**src/rtl/mdu_pkg.sv**
```systemverilog
// Shared types and constants for the iterative multiply/divide unit.
// Divider datapath is included only when MDU_DIV_EN is defined.
package mdu_pkg;

    typedef enum logic [1:0] {
        MUL   = 2'd0,
        MULHU = 2'd1,
        DIVU  = 2'd2,
        REMU  = 2'd3
    } op_e;

    typedef enum logic [1:0] {
        IDLE,
        CALC,
        DONE
    } state_e;

    // Widest operand supported by the divide-by-zero quotient constant.
    localparam int unsigned MAX_WIDTH = 64;
    localparam logic [MAX_WIDTH-1:0] DIV0_QUOT = '1;

endpackage

```
**src/rtl/mul_div_unit.sv**
```systemverilog
// Iterative unsigned multiply (shift-add) / divide (restoring), one bit per cycle.
// Define MDU_DIV_EN to build the divider; otherwise DIVU/REMU return 0 immediately.
module mul_div_unit
    import mdu_pkg::*;
#(
    parameter int unsigned WIDTH = 32
) (
    input  logic             clk,
    input  logic             rst,
    input  logic             start,
    input  logic [1:0]       op,
    input  logic [WIDTH-1:0] a,
    input  logic [WIDTH-1:0] b,
    output logic             busy,
    output logic             done,
    output logic [WIDTH-1:0] result
);

    localparam int unsigned CNT_W = $clog2(WIDTH + 1);
    localparam logic [CNT_W-1:0] LAST = CNT_W'(WIDTH - 1);

    state_e               state_q, state_d;
    op_e                  op_q;
    logic [WIDTH-1:0]     b_q;
    logic [2*WIDTH-1:0]   acc_q, acc_next;
    logic [CNT_W-1:0]     cnt_q;
    logic [WIDTH-1:0]     res_next;
    logic [WIDTH-1:0]     skip_result;
    logic                 accept;
    logic                 skip_calc;
    logic                 is_div;

    assign is_div = (op_e'(op) == DIVU) || (op_e'(op) == REMU);

    // Requests that never enter CALC, and the result they load directly.
    always_comb begin
        skip_calc   = 1'b0;
        skip_result = '0;
`ifdef MDU_DIV_EN
        if (is_div && (b == '0)) begin
            skip_calc   = 1'b1;
            skip_result = (op_e'(op) == DIVU) ? DIV0_QUOT[WIDTH-1:0] : a;
        end
`else
        if (is_div) begin
            skip_calc   = 1'b1;
            skip_result = '0;
        end
`endif
    end

    always_ff @(posedge clk or negedge rst) begin
        if (!rst) begin
            state_q <= IDLE;
        end else begin
            state_q <= state_d;
        end
    end

    always_comb begin
        state_d = state_q;
        accept  = 1'b0;
        busy    = (state_q != IDLE);
        done    = (state_q == DONE);
        case (state_q)
            IDLE: begin
                if (start) begin
                    accept  = 1'b1;
                    state_d = skip_calc ? DONE : CALC;
                end
            end
            CALC: begin
                if (cnt_q == LAST) begin
                    state_d = DONE;
                end
            end
            DONE: begin
                state_d = IDLE;
            end
            default: begin
                state_d = IDLE;
            end
        endcase
    end

    // acc holds {high, low}: product accumulator/multiplier for MUL ops,
    // {partial remainder, dividend->quotient} for divide ops.
    logic [WIDTH:0] mul_sum;
    assign mul_sum = {1'b0, acc_q[2*WIDTH-1:WIDTH]} + {1'b0, (acc_q[0] ? b_q : {WIDTH{1'b0}})};

`ifdef MDU_DIV_EN
    logic [WIDTH:0] div_shift;
    logic [WIDTH:0] div_diff;
    logic           div_fit;
    assign div_shift = {acc_q[2*WIDTH-1:WIDTH], acc_q[WIDTH-1]};
    assign div_fit   = (div_shift >= {1'b0, b_q});
    assign div_diff  = div_shift - {1'b0, b_q};
`endif

    always_comb begin
        acc_next = {mul_sum, acc_q[WIDTH-1:1]};
`ifdef MDU_DIV_EN
        if ((op_q == DIVU) || (op_q == REMU)) begin
            if (div_fit) begin
                acc_next = {div_diff[WIDTH-1:0], acc_q[WIDTH-2:0], 1'b1};
            end else begin
                acc_next = {div_shift[WIDTH-1:0], acc_q[WIDTH-2:0], 1'b0};
            end
        end
`endif
    end

    always_comb begin
        res_next = '0;
        case (op_q)
            MUL:     res_next = acc_next[WIDTH-1:0];
            MULHU:   res_next = acc_next[2*WIDTH-1:WIDTH];
            DIVU:    res_next = acc_next[WIDTH-1:0];
            REMU:    res_next = acc_next[2*WIDTH-1:WIDTH];
            default: res_next = '0;
        endcase
    end

    always_ff @(posedge clk or negedge rst) begin
        if (!rst) begin
            acc_q  <= '0;
            b_q    <= '0;
            op_q   <= MUL;
            cnt_q  <= '0;
            result <= '0;
        end else if (accept) begin
            acc_q <= {{WIDTH{1'b0}}, a};
            b_q   <= b;
            op_q  <= op_e'(op);
            cnt_q <= '0;
            if (skip_calc) begin
                result <= skip_result;
            end
        end else if (state_q == CALC) begin
            acc_q <= acc_next;
            cnt_q <= cnt_q + CNT_W'(1);
            if (cnt_q == LAST) begin
                result <= res_next;
            end
        end
    end

endmodule

```
**config.mk**
```make
export PLATFORM = sky130hd
export DESIGN_NAME = mul_div_unit
export DESIGN_NICKNAME = d
export VERILOG_FILES = /design/src/rtl/mdu_pkg.sv /design/src/rtl/mul_div_unit.sv
export SDC_FILE = /design/constraint.sdc
export NUM_CORES = 1
export LEC_CHECK = 0
export CAP_MARGIN = 20
export CORE_ASPECT_RATIO = 0.6
export CORE_UTILIZATION = 60
export CTS_BUF_LIST = sky130_fd_sc_hd__clkbuf_8
export DETAILED_ROUTE_END_ITERATION = 6
export DONT_BUFFER_PORTS = 1
export PLACE_DENSITY = 0.77
export SLEW_MARGIN = 10
export SYNTH_ARGS = -nofsm -noshare
export SYNTH_HDL_FRONTEND = slang
export SYNTH_SLANG_ARGS = --single-unit
```
**constraint.sdc**
```tcl
create_clock -name clk -period 3.2 [get_ports clk]
set_clock_uncertainty 0.1 [all_clocks]
set_input_delay 0.16 -clock clk [delete_from_list [all_inputs] [get_ports clk]]
set_output_delay 0.16 -clock clk [all_outputs]
set_load 0.1 [all_outputs]
```
==> metrics, run 1 <==
hold crit path type in2async; Final GP Congestion 0.965; Async SR Flop Fraction 1.00; CP endpoint kind flip-flop; Clk pin slew, worst setup/hold paths 0.10 ns; Port Buffers 0; run status finished, violations left; Synth area leaders dfrtp_1, nand2_1, ha_1; Die Wd 146 µm; slew of the pin with the lowest slew margin 1.07 ns; P_sw 0.00530 W; Worst path max stage delay 0.42 ns; Max clock buf depth 2; Yosys reg bits 137; final non-filler cell total 1084; DP Cell Count 985; highest fanout seen on the critical path 21; Sequential Power Share 0.431; drt first pass iters 5; CORE AREA 12100 µm²; Residual DRC 0; Layout Utilization 0.727; DRT antenna net count 0; Max IR drop VDD 529 µV; fin. max-slew vios 0; setup violators final 0; H-tree depth 4; Pwr Total 0.00995 W; Starting Density 0.617; die height 88.4 µm; crit-path cells buf_4 > and2_1 > ha_1 > a21o_1 > a21o_1 > a21oi_1 > o22ai_1 > or3_1 > a21oi_1 > xor2_1 > o21ai_0; vias per cell 6.11; initial antenna violation count 0; Routed WL per cell 20.0 µm; Setup CP Type reg2reg; share of the synthesized area in the top cell type 0.459; Seq/Total Area, Yosys 0.459; clock root buffer clkbuf_8; Net Sw Frac 0.533; post-DP HPWL 15.2 mm; CTS tree yes; vias in the first global route 6040; 1st-iter DRT viols 804; GRT overflow 0; layout cells sized above 1 0.0914; Mean Syn Cell Area 8.77 µm²; Synth cell types 55; vias after detailed routing 6623; final worst-path cycle share 0.971; Hold Violations, Final 137; row cnt 31; fmax 322 MHz; cell-internal power 0.00465 W; Yosys warnings 0; Die Footprint 12900 µm²; normalized max-slew margin 0.287; failing checks negative hold slack; Final Critical Period 3.11 ns; Mapped Nets 954; final net count 1009; Crit-path slowest cell dfrtp_1; count leader, synth nand2_1; first-pass GRT wire length 33.3 mm; top_reg_cell synth dfrtp_1; crit path launch type flip-flop; worst skew pair latency 0.46 ns; final wirelength 21.7 mm; Max-Cap Viols 0; ant diodes 0; Overall Global Routing Usage 0.346; static leakage 4.12 nW; EDFF count, synth 0; leading post-synthesis cells by instance count nand2_1, dfrtp_1, o21ai_0; PwrDens 1130 nW/µm²; io pins 103; RSZ-0062 raised after global routing true; clock share of power 0.145; CP required 3.39 ns; Comb power frac 0.424; Post-Syn Instances 851; pin count of the biggest net entering global routing 138; hold_ws -0.705 ns; Layout area overhead 17.8%; clk sinks 137; leading area contributor after synthesis dfrtp_1; hold_buf cts 66; cts bufs inserted 17; Worst Path Arrival 3.30 ns; Post-Syn Area 7470 µm²; # fillers 874
-- cells by family (layout without fill, tap and decap cells) --
| group | count (synthesis) | after routing | synth area share |
|---|---|---|---|
| AO/OA/AOI/OAI | 235 | 235 | 0.202 |
| XOR/XNOR | 31 | 31 | 0.0364 |
| adder cells (fa/ha/maj) | 34 | 34 | 0.0580 |
| buffers and inverters | 63 | 131 | 0.0317 |
| flip-flops | 137 | 137 | 0.459 |
| multiplexers | 2 | 2 | 0.00268 |
| AND/OR/NAND/NOR | 349 | 349 | 0.211 |
-- sequential cells by signal, indices dropped and copies added, names as in the netlist --
register  flops
op_q          1
state_q       2
acc_q        64
b_q          32
cnt_q         6
result       32
-- power groups by stage --
stage	registers [W]	clock network, W	logic, W
2_1_floorplan	0.00402	0	0.00285
3_3_place_gp	0.00425	0	0.00378
3_5_place_dp	0.00427	0	0.00393
4_1_cts	0.00425	0.00146	0.00402
5_1_grt	0.00435	0.00154	0.00463
6_report	0.00429	0.00144	0.00422
-- worst max-delay path, delay by kind of cell, from the launching register on --
kind / cells / cell delay [ns]
adder cells (fa/ha/maj): 1 / 0.27
flip-flops: 1 / 0.42
XOR/XNOR: 1 / 0.35
AND/OR/NAND/NOR: 2 / 0.52
buffers and inverters: 1 / 0.20
AO/OA/AOI/OAI: 6 / 1.07
-- placed cells by master, fill, tap and decap left out, drive strengths merged, types with 19 or more instances in the layout --
cell type,count
nand2,212
dfrtp,137
o21ai,91
dlygate4sd3,66
nand3,42
a22oi,38
a21oi,37
and2,36
ha,33
buf,23
nor2,22
xor2,19
-- final timing paths --
kind | startpoint | endpoint | slack (ns) | depth (start not counted)
max reg2reg | acc_q[0] | acc_q[62] | 0.09 | 11
min | rst | acc_q[24] | -0.71 | 0
max | acc_q[0] | acc_q[62] | 0.09 | 11
min in group clk | start | cnt_q[5] | 0.11 | 2
max in group asynchronous | rst | acc_q[32] | 3.49 | 0
min reg2reg | b_q[13] | b_q[13] | 0.37 | 2
-- metal layers --
layer / global-route usage / part of all wire
met1: 0.528 / 0.48
met4: 0.0824 / 0.011
met3: 0.114 / 0.12
met5: 0 / 0
met2: 0.468 / 0.39
-- timing repair --
item                                   4_1_cts  5_1_grt
pin swaps                                    0        7
gates resized for setup                      1       11
setup endpoints to repair                    1       25
setup buffers                                0        1
endpoints found under the hold margin      203      137
-- per-stage QoR --
stage / worst slack [ns] / instance area [µm²] / setup TNS, ns / hold WS [ns]
2_1_floorplan: 0.474 / 7470 / 0 / -0.236
3_3_place_gp: 0.0963 / 7650 / 0 / -0.233
3_5_place_dp: 0.00671 / 7650 / 0 / -0.234
4_1_cts: 0.0579 / 8720 / 0 / -0.726
5_1_grt: -0.0452 / 8790 / -0.145 / -0.734
6_report: 0.0926 / 8790 / 0 / -0.705
-- layout make-up --
type                            instances  area (µm²)  share of cell area
Inverter                               10        37.5             0.00427
Tap cell                              165         206              0.0235
Sequential cell                       137        3430               0.390
Clock buffer                           17         234              0.0266
Timing Repair Buffer                   89         833              0.0948
Multi-Input combinational cell        651        3890               0.443
Clock inverter                         15         160              0.0182
No activity file was read; power rests on OpenSTA's default activity.
==> run 2: changes to the inputs <==
--- a/config.mk
+++ b/config.mk
@@ -11,7 +11,9 @@
 export CTS_BUF_LIST = sky130_fd_sc_hd__clkbuf_8
 export DETAILED_ROUTE_END_ITERATION = 6
 export DONT_BUFFER_PORTS = 1
+export MAX_ROUTING_LAYER = met4
 export PLACE_DENSITY = 0.77
+export REMOVE_ABC_BUFFERS = 1
 export SLEW_MARGIN = 10
 export SYNTH_ARGS = -nofsm -noshare
 export SYNTH_HDL_FRONTEND = slang
==> run 2 against run 1 <==
Net effect: the run still ends with negative hold slack left; global-route usage rose by 0.97 points; cell count fell by 0.37%; final area fell by 0.14%; maximum frequency rose by 2.1%; worst setup slack improved by 0.063 ns; clock power rose by 9%; largest cell class unchanged.
==> metrics, run 2 (synthesized netlist as in run 1, its figures left out) <==
biggest regs acc_q (64), b_q (32), result (32); Clk pin slew, worst setup/hold paths 0.09 ns; CORE AREA 12100 µm²; sum of negative setup slack 0 ns; CP required 3.43 ns; DP Cell Count 981; first-pass GRT wire length 33.8 mm; clk sinks 137; cts bufs inserted 17; failing checks negative hold slack; die height 88.4 µm; Routed WL per cell 19.8 µm; Setup CP Type reg2reg; Hold Violations, Final 137; hold crit path type in2async; final wirelength 21.3 mm; CTS tree yes; drt first pass iters 5; commonest non-fill, non-tap cell in the layout nand2_1; normalized max-slew margin 0.298; layout cells sized above 1 0.0776; final net count 1005; H-tree depth 4; row cnt 31; PwrDens 1110 nW/µm²; GRT overflow 0; slew of the pin with the lowest slew margin 1.05 ns; GRT busiest layer met2; 1st-iter DRT viols 695; Final Critical Period 3.04 ns; max FFs per register 64; hold_ws -0.709 ns; post-DP HPWL 14.2 mm; Die Footprint 12900 µm²; run status finished, violations left; Final GP Congestion 0.986; setup violators final 0; met1 Use GR 0.483; clock root buffer clkbuf_8; Final Cell Area 8780 µm²; worst skew pair latency 0.45 ns; Starting Density 0.617; final non-filler cell total 1080; Pwr Total 0.00978 W; hold_buf cts 66; Residual DRC 0; Placed Instance Area 7650 µm²; worst r2r src acc_q[0]; Max-Cap Viols 0; crit path launch type flip-flop; Die Wd 146 µm; final worst-path cycle share 0.951; DRT antenna net count 0; worst r2r path cells 13; met3 usage in global routing 0.0897; highest fanout seen on the critical path 4; pin count of the biggest net entering global routing 138; CP endpoint kind flip-flop; fmax 328 MHz; Worst Path Arrival 3.28 ns; Port Buffers 0; vias per cell 6.19; Place WS 0.108 ns; Overall Global Routing Usage 0.356; vias in the first global route 6283; Max IR drop VDD 739 µV; Layout area overhead 17.6%; vias after detailed routing 6688; Top reg by flops acc_q; static leakage 4.13 nW; FF-to-FF setup slack 0.16 ns; Max clock buf depth 2; # fillers 944; Final WS setup 0.155 ns; initial antenna violation count 0; fin. max-slew vios 0; met2 usage 0.530; ant diodes 0; FF-to-FF End result[15]; commonest non-fill, non-tap cells in the layout nand2_1, dfrtp_1, o21ai_0; io pins 103
## run 2: through the flow
step,hold slack (ns),utilization
3_3_place_gp,-0.231,0.630
4_1_cts,-0.730,0.722
5_1_grt,-0.737,0.726
3_5_place_dp,-0.231,0.632
2_1_floorplan,-0.236,-
6_report,-0.709,0.726
## run 2: report_power, final
part / switching [W] / internal [W] / leakage (nW) / total, W
combinational: 0.00252 / 0.00146 / 2.16 / 0.00398
sequential: 0.00175 / 0.00247 / 1.75 / 0.00422
clock: 0.000709 / 0.000862 / 0.222 / 0.00157
total: 0.00498 / 0.00479 / 4.13 / 0.00978
## run 2: worst max path at each step
stage / endpoint / from / slack (ns) / cells past startpoint
CTS: result[31] / acc_q[0] / 0.09 / 12
finish: result[15] / acc_q[0] / 0.16 / 13
floorplan: cnt_q[2] / state_q[0] / -0.10 / 5
global route: result[29] / acc_q[0] / -0.01 / 13
detailed placement: result[31] / acc_q[0] / 0.11 / 12
global placement: acc_q[63] / acc_q[0] / 0.18 / 12
## run 2: critical path: stages, from the launching register on
cell      delay (ns)
dfrtp_1         0.42
and2_1          0.15
ha_1            0.19
inv_1           0.08
fa_1            0.27
nor2b_4         0.06
o2111a_1        0.24
o31a_1          0.33
o21ai_2         0.20
nand2_1         0.14
a31o_2          0.26
xnor2_1         0.17
o21ai_0         0.10
a22o_1          0.23
## run 2: area by class of cell
| class | count | area (µm²) | area share |
|---|---|---|---|
| clock buffer | 18 | 248 | 0.0282 |
| clock inverter | 14 | 183 | 0.0208 |
| inverter | 10 | 37.5 | 0.00427 |
| multi-input combinational | 651 | 3850 | 0.439 |
| sequential | 137 | 3430 | 0.390 |
| tap | 165 | 206 | 0.0235 |
| timing repair buffer | 85 | 827 | 0.0942 |
## run 2: layer usage
layer / vias to the layer above / routed length (µm)
met5: - / 0
met4: 0 / 412
met3: 33 / 1680
met2: 273 / 9420
met1: 3312 / 9830
li1: 3070 / -
## run 2: what timing repair did
| action | CTS | global route |
|---|---|---|
| setup buffers | 0 | 1 |
| resized for setup | 0 | 5 |
| endpoints found under the hold margin | 203 | 137 |
| setup endpoints to repair | 0 | 18 |
